$ cat src/rtl/jk_bank_arbiter.sv
// Round-robin arbiter sharing a bank of JK bits between NREQ requesters.
// Optional macro JK_PRIO0_EN: requester 0 gets absolute priority over the round-robin set.
module jk_bank_arbiter #(
  parameter int unsigned NREQ  = 4,
  parameter int unsigned NBITS = 8,
  parameter int unsigned IDXW  = 3
) (
  input  logic                 clk,
  input  logic                 rst_n,
  input  logic [NREQ-1:0]      req_valid,
  input  logic [2*NREQ-1:0]    req_op,
  input  logic [IDXW*NREQ-1:0] req_idx,
  output logic [NREQ-1:0]      req_ready,
  output logic [NBITS-1:0]     j_out,
  output logic [NBITS-1:0]     k_out,
  output logic [NBITS-1:0]     q,
  output logic                 grant_valid,
  output logic [2:0]           grant_id,
  output logic                 idx_err
);

  localparam logic [0:0] IDLE  = 1'b0;
  localparam logic [0:0] ISSUE = 1'b1;

  logic [0:0]       r_state, w_state_d;
  logic [2:0]       r_rr_ptr, w_rr_ptr_d;
  logic [2:0]       r_grant_id;
  logic             r_idx_err;
  logic [NBITS-1:0] r_q, r_j, r_k;

  logic             w_found;
  logic [2:0]       w_gid;
  logic [1:0]       w_op;
  logic [IDXW-1:0]  w_idx;
  logic             w_in_range;
  logic [NBITS-1:0] w_mask, w_j, w_k, w_q_d;

  // Two passes: indices at/after the pointer first, then the wrapped-around ones.
  always_comb begin
    w_found = 1'b0;
    w_gid   = '0;
`ifdef JK_PRIO0_EN
    if (req_valid[0]) begin
      w_found = 1'b1;
    end
    for (int i = 1; i < NREQ; i++) begin
      if (!w_found && i >= int'(r_rr_ptr) && req_valid[i]) begin
        w_found = 1'b1;
        w_gid   = 3'(i);
      end
    end
    for (int i = 1; i < NREQ; i++) begin
      if (!w_found && i < int'(r_rr_ptr) && req_valid[i]) begin
        w_found = 1'b1;
        w_gid   = 3'(i);
      end
    end
`else
    for (int i = 0; i < NREQ; i++) begin
      if (!w_found && i >= int'(r_rr_ptr) && req_valid[i]) begin
        w_found = 1'b1;
        w_gid   = 3'(i);
      end
    end
    for (int i = 0; i < NREQ; i++) begin
      if (!w_found && i < int'(r_rr_ptr) && req_valid[i]) begin
        w_found = 1'b1;
        w_gid   = 3'(i);
      end
    end
`endif
  end

  always_comb begin
    req_ready = '0;
    w_op      = '0;
    w_idx     = '0;
    for (int i = 0; i < NREQ; i++) begin
      req_ready[i] = rst_n && w_found && (w_gid == 3'(i));
      if (w_gid == 3'(i)) begin
        w_op  = req_op[2*i +: 2];
        w_idx = req_idx[IDXW*i +: IDXW];
      end
    end
  end

  // An out-of-range index decodes to an empty mask, so J=K=0 and q holds.
  always_comb begin
    w_mask = '0;
    for (int b = 0; b < NBITS; b++) begin
      w_mask[b] = (int'(w_idx) == b);
    end
    w_in_range = |w_mask;
    w_j        = w_mask & {NBITS{w_op[1]}};
    w_k        = w_mask & {NBITS{w_op[0]}};
    w_q_d      = (w_j & ~r_q) | (~w_k & r_q);
  end

  always_comb begin
    w_rr_ptr_d = r_rr_ptr;
`ifdef JK_PRIO0_EN
    if (w_found && w_gid != 3'd0) begin
      w_rr_ptr_d = (w_gid == 3'(NREQ - 1)) ? 3'd0 : w_gid + 3'd1;
    end
`else
    if (w_found) begin
      w_rr_ptr_d = (w_gid == 3'(NREQ - 1)) ? 3'd0 : w_gid + 3'd1;
    end
`endif
  end

  always_comb begin
    w_state_d = r_state;
    unique case (r_state)
      IDLE:    w_state_d = w_found ? ISSUE : IDLE;
      ISSUE:   w_state_d = w_found ? ISSUE : IDLE;
      default: w_state_d = IDLE;
    endcase
  end

  always_ff @(posedge clk or negedge rst_n) begin
    if (!rst_n) begin
      r_state    <= IDLE;
      r_rr_ptr   <= '0;
      r_grant_id <= '0;
      r_idx_err  <= 1'b0;
      r_q        <= '0;
      r_j        <= '0;
      r_k        <= '0;
    end else begin
      r_state  <= w_state_d;
      r_rr_ptr <= w_rr_ptr_d;
      r_j      <= w_found ? w_j : '0;
      r_k      <= w_found ? w_k : '0;
      if (w_found) begin
        r_q        <= w_q_d;
        r_grant_id <= w_gid;
        if (!w_in_range) begin
          r_idx_err <= 1'b1;
        end
      end
    end
  end

  assign q           = r_q;
  assign j_out       = r_j;
  assign k_out       = r_k;
  assign grant_valid = (r_state == ISSUE);
  assign grant_id    = r_grant_id;
  assign idx_err     = r_idx_err;

endmodule

$ cat config.mk
export PLATFORM = sky130hd
export DESIGN_NAME = jk_bank_arbiter
export DESIGN_NICKNAME = d
export VERILOG_FILES = /design/src/rtl/jk_bank_arbiter.sv
export SDC_FILE = /design/constraint.sdc
export NUM_CORES = 1
export LEC_CHECK = 0
export BUFFER_PORTS_ARGS = -buffer_cell sky130_fd_sc_hd__buf_2
export CAP_MARGIN = 20
export CELL_PAD_IN_SITES_DETAIL_PLACEMENT = 0
export CELL_PAD_IN_SITES_GLOBAL_PLACEMENT = 2
export CORE_MARGIN = 2
export CORE_UTILIZATION = 26
export CTS_CLUSTER_DIAMETER = 60
export DETAILED_ROUTE_END_ITERATION = 7
export GPL_TIMING_DRIVEN = 0
export PLACE_DENSITY_LB_ADDON = 0.1
export SYNTH_ARGS = -nofsm -noshare
export SYNTH_HDL_FRONTEND = slang
export SYNTH_SLANG_ARGS = --single-unit
$ cat constraint.sdc
create_clock -name clk -period 2.4 [get_ports clk]
set_clock_uncertainty 0.05 [all_clocks]
set_input_delay 0 -clock clk [delete_from_list [all_inputs] [get_ports clk]]
set_output_delay 0 -clock clk [all_outputs]
set_load 0.02 [all_outputs]
After elaboration in Yosys (flattened, before gate mapping)
Cells that the tools add are included.

word-level totals
  word-level logic and storage cells = 92
  input bits = 26
  output and inout bits = 33
  bits in registers = 32

cells by class
  multiplexer cells = 27
  reduce and logical (&&, ||, !) cells = 31
  bitwise logic cells = 8
  order comparisons = 8
  equality and inequality tests = 10
  $add $sub $neg = 1

operators by type and width
  cell                   count
  $and A8 B8 Y8          4
  $mux W3                10
  $logic_and A1 B1 Y1    20
  $mux W8                2
  $not A8 Y8             2
  $eq A3 B2 Y1 const B   4
  $eq A3 B3 Y1 const B   4
  $mux W1                10
  $mux W2                5
  $or A8 B8 Y8           1
  $reduce_or A8 Y1       1
  $logic_not A1 Y1       7
  $eq A3 B1 Y1 const B   2
  $ge A1 B3 Y1 const A   2
  $ge A2 B3 Y1 const A   2
  $logic_not A3 Y1       2
  $lt A1 B3 Y1 const A   2
  $lt A2 B3 Y1 const A   2
  $add A3 B1 Y3 const B  1
  $reduce_and A2 Y1      1
  $not A1 Y1             1

Depth between registers and ports, before layout
  word-level depth = 41
  depth in mapped cells = 12
  depth with buffers taken out = 10

Worst setup path after synthesis
OpenSTA, ideal clock, no wires.

  kind = reg2reg
  start point = reg r_rr_ptr[1]
  end point = reg r_q[2], in the netlist q[2]
  clock period less this slack = 2.579 ns
  data arrival time = 2.392 ns
  stages on the path, launching flop included = 12
  setup time = 0.137 ns
  required time = 2.213 ns
  path slack = -0.179 ns
  path buffers = 1
  path through = dfrtp_1 -> mux2i_1 -> o22ai_1 -> nor2_1 -> inv_1 -> ha_1 -> and3b_1 -> a2111oi_4 -> a2bb2o_4 -> buf_6 -> o21ai_1 -> o31ai_2

on the way
  word-level cells in the longest chain between the ends = 41
  elaborated cells on any way between the ends = 64
  those cells by class = order compare (8); eq/ne (4); mux (23); bitwise (6); reduce/logical (23)

ends and longest elaborated chain
  element                           RTL line  RTL
  from (decl)                       26        logic [2:0] r_rr_ptr, w_rr_ptr_d;
  from (signal assigned)            132       r_rr_ptr <= w_rr_ptr_d;
  $ge A1 B3 Y1                      60        if (!w_found && i >= int'(r_rr_ptr) && req_valid[i]) begin
  $logic_and A1 B1 Y1               60
  $mux W1                           60
  $logic_not A1 Y1                  60
  $logic_and A1 B1 Y1 (2 in a row)  60
  $mux W1                           60
  $logic_not A1 Y1                  60
  $logic_and A1 B1 Y1 (2 in a row)  60
  [21 not listed]                   -
  named net w_gid[0]                32        logic [2:0] w_gid;
  $logic_not A3 Y1                  80        if (w_gid == 3'(i)) begin
  $mux W3 (4 in a row)              80
  $eq A3 B3 Y1                      91        w_mask[b] = (int'(w_idx) == b);
  $and A8 B8 Y8                     95        w_k = w_mask & {NBITS{w_op[0]}};
  $not A8 Y8                        96        w_q_d = (w_j & ~r_q) | (~w_k & r_q);
  $and A8 B8 Y8                     96
  $or A8 B8 Y8 (*)                  96
  to (signal assigned)              136       r_q <= w_q_d;
  to (decl)                         29        logic [NBITS-1:0] r_q, r_j, r_k;

Mark *: on every way through the listed nets, which the timed path passes. The rest lies on a longest branch.
A chain may end at the register's enable or synchronous reset.

Worst setup path after layout
  start point = reg r_rr_ptr[1]
  end point = reg r_q[7], in the netlist q[7]

on the way
  word-level cells in the longest chain between the ends = 41
  elaborated cells on any way between the ends = 64
  those cells by class = order compare (8); eq/ne (4); mux (23); bitwise (6); reduce/logical (23)

ends and longest elaborated chain
  element                           RTL line
  $ge A1 B3 Y1                      60
  $logic_and A1 B1 Y1               60
  $mux W1                           60
  $logic_not A1 Y1                  60
  $logic_and A1 B1 Y1 (2 in a row)  60
  $mux W1                           60
  $logic_not A1 Y1                  60
  $logic_and A1 B1 Y1 (2 in a row)  60
  [21 not listed]                   -
  named net w_gid[0]                32
  $logic_not A3 Y1                  80
  $mux W3 (4 in a row)              80
  $eq A3 B1 Y1                      91
  $and A8 B8 Y8                     95
  $not A8 Y8                        96
  $and A8 B8 Y8                     96
  $or A8 B8 Y8 (*)                  96

Marks and branches as above.

==> metrics.md <==
| Metric | Value |
|---|---|
| Outcome | finished, violations left |
| Failing checks | negative setup slack |
| Final setup margin | -0.154 ns |
| Initial Util | 26.6% |
| Clk pin slew, worst setup/hold paths | about 0.060 ns |
| CP Max Fanout | 7 |
| Clock tree buffer depth | 2 |
| Final wirelength | between 4000 and 5000 µm |
| Crit share post-route | 106% |
| All-Layer GR Usage | around 14% |
| Worst path slowest cell | dfrtp_2 |
| Routed Antenna Nets | 0 |
| Htree depth | 2 |
| Avg WL per Cell | roughly 14 µm |
| Distinct cells, synth | 40 |
| Cell taking the most area after synthesis | dfrtp_1 |
| Nets | about 270 |
| Leakage power | 0.00124 µW |
| Predominant post-synthesis flop cell | dfrtp_1 |
| Hold Worst Slack | roughly 0.051 ns |
| Die area | about 6600 µm² |
| Critical path's largest stage delay | 0.44 ns |
| Synth top area share | roughly half |
| RSZ-0062 raised after global routing | yes |
| Number of buffers created by CTS | 5 |
| Startpoint types | flip-flop |
| PwrDens | about 1400 nW/µm² |
| Initial antenna violation count | 0 |
| Sequential area share after synthesis | slightly below 50% |
| Xor and xnor fraction of the mapped netlist area | 0% |
| Clock Latency Late Sink | 0.28 ns |
| Core ar. | between 5000 and 6000 µm² |
| Number of flops mapped to enable cells by yosys | 0 |
| DR vias/cell | roughly 4.5 |
| Die Ht | roughly 81 µm |
| Setup CP Type | reg2reg |
| Synth Area in Compound Gates | between 20% and 30% |
| CP cell instances | mux2i_1 -> o22ai_2 -> nor2_4 -> inv_4 -> ha_4 -> buf_8 -> a221o_1 -> a211o_4 -> o21ai_2 -> o31ai_2 |
| Post-synth ARST share | 100% |
| DR pass1 iterations | 3 |
| CTS Sinks | 30 |
| Root buffer cell | clkbuf_8 |
| Mapped Cells | approximately 140 |
| RePlAce Congestion | 0.740 |
| Syn nets | around 170 |
| Main combinational cell family by area after synthesis | compound AO/OA/AOI/OAI gates |
| Final Hold Viols | 0 |
| Post-synthesis mux area share | around 2.0% |
| Post-Synth Adder-Cell Area | 3.21% |
| Global-route wire length before repair | between 7000 and 8000 µm |
| Max rail drop VDD | approximately 0.64 mV |
| Drc violations | 0 |
| # IOs | 59 |
| Max_cap viols | 0 |
| Layout cells sized above 1 | roughly two thirds |
| Synth top area cells | dfrtp_1 48%, nor2_1 4.3%, a2111oi_4 3.5% |
| Hold WC Path Type | in2reg |
| Slew headroom | between 50% and 60% |
| Ant diodes | 0 |
| Top-count cell post-synth | dfrtp_1 |
| Final-report setup violation count | 22 |
| Most frequent cells after synthesis | 30 x dfrtp_1, 18 x nor2_1, 9 x a21oi_1, 8 x nand2_1, 7 x inv_1 |
| Port bufs | 57 |
| Fin. max-slew vios | 0 |
| Synth Register Bits | 30 |
| Tmin final | 2.55 ns |
| Die extent in x | 81.4 µm |
| Avg Cell Area, Syn | roughly 11 µm² |
| Row Count | 28 |
| Slew @ Worst Pin | 0.703 ns |
| Initial drt markers | 68 |
| Simple-gate share of the synthesized area | 16.6% |
| Crit end category | flip-flop |
| CTS tree | built |
| Number of global-route vias before repair | 1418 |
| Cell area after synthesis | approximately 1600 µm² |
| Pin count of the biggest net entering global routing | 35 |
| Arr. time, crit path | between 2 and 3 ns |
| Synth warn | 0 |
| Hpwl dp | ~2900 µm |
| Setup Total Neg Slack | -2.08 ns |
| CP required | 2.51 ns |
| Synthesis-to-finish area growth | 68.7% |
| Total gr overflow | 0 |
| Max Clk Rate | just under 0.4 GHz |
| Via count | about 1400 |
-- per-stage QoR --
stage / std cells / area (µm²) / utilization, % / setup WS [ns] / total power, µW
after detailed placement: 275 / 1960 / 33.5 / -0.513 / 2280
final: 319 / 2630 / 44.9 / -0.154 / 3670
after floorplan: 143 / 1580 / - / -0.0221 / 1840
after global placement: 275 / 1960 / 33.5 / -0.447 / 2260
after global routing: 319 / 2630 / 44.9 / -0.255 / 3920
after CTS: 309 / 2450 / 41.9 / -0.174 / 3350
-- critical path: cells and delay by family (launching register included) --
family | cells | cell delay [ns]
buffers and inverters | 2 | 0.21
AO/OA/AOI/OAI | 5 | 1.13
flip-flops | 1 | 0.44
multiplexers | 1 | 0.23
AND/OR/NAND/NOR | 1 | 0.20
adder cells (fa/ha/maj) | 1 | 0.18
-- cell type report --
type,instances,area [µm²]
Buffer,5,56.3
Fill cell,584,3220
Timing Repair Buffer,94,622
Clock buffer,6,82.6
Tap cell,75,93.8
Inverter,8,32.5
Multi-Input combinational cell,99,976
Clock inverter,2,12.5
Sequential cell,30,752
-- where the power goes --
group / switching [µW] / internal [µW]
Clock: 191 / 230
Sequential: 119 / 676
Combinational: 1260 / 1200
Total: 1570 / 2100
-- repair_timing --
item | in CTS | in global routing
endpoints found under the setup margin | 24 | 24
buffers inserted | 26 | 11
gates resized for setup | 43 | 28
hold endpoints to repair | 30 | 0
cloned | 1 | 0
hold buffers | 1 | 0
pin swaps | 28 | 24
-- state kept, by name, summed over array words and instances (netlist names) --
register	flops
j_out	8
k_out	8
q	8
grant_id	2
r_rr_ptr	2
grant_valid	1
idx_err	1
-- layer usage --
layer / up-vias / global-route usage, % / share of wire [%]
met3: 6 / 2.89 / 4.8
met5: - / 0 / 0
met2: 41 / 23.6 / 50
met4: 0 / 4.58 / 1.4
li1: 708 / - / -
met1: 692 / 19.0 / 44
-- cell families (layout without fill, tap and decap cells) --
family,count (synthesis),after routing
flip-flops,30,30
AND/OR/NAND/NOR,46,46
other,1,1
adder cells (fa/ha/maj),4,4
AO/OA/AOI/OAI,45,45
buffers and inverters,14,115
multiplexers,3,3
-- path summary, 6_finish.rpt --
kind	depth (start not counted)	endpoint	start	slack, ns
max reg2reg	10	q[7]	r_rr_ptr[1]	-0.15
min reg2reg	1	idx_err	idx_err	0.40
max in group asynchronous	2	r_rr_ptr[1]	rst_n	1.55
min	3	grant_id[1]	req_valid[1]	0.05
max	10	q[7]	r_rr_ptr[1]	-0.15
min in group asynchronous	2	q[5]	rst_n	0.26
-- cell usage in the layout (no fill, tap or decap), drive strengths merged, types with 5 or more instances in the layout --
master	synthesis	layout
buf	5	97
dfrtp	30	30
nor2	18	18
o21ai	12	12
a21oi	9	9
nand2	8	8
inv	8	8
o31ai	8	8
clkbuf	1	7
nand3b	5	5
(Power assumes the default switching activity.)
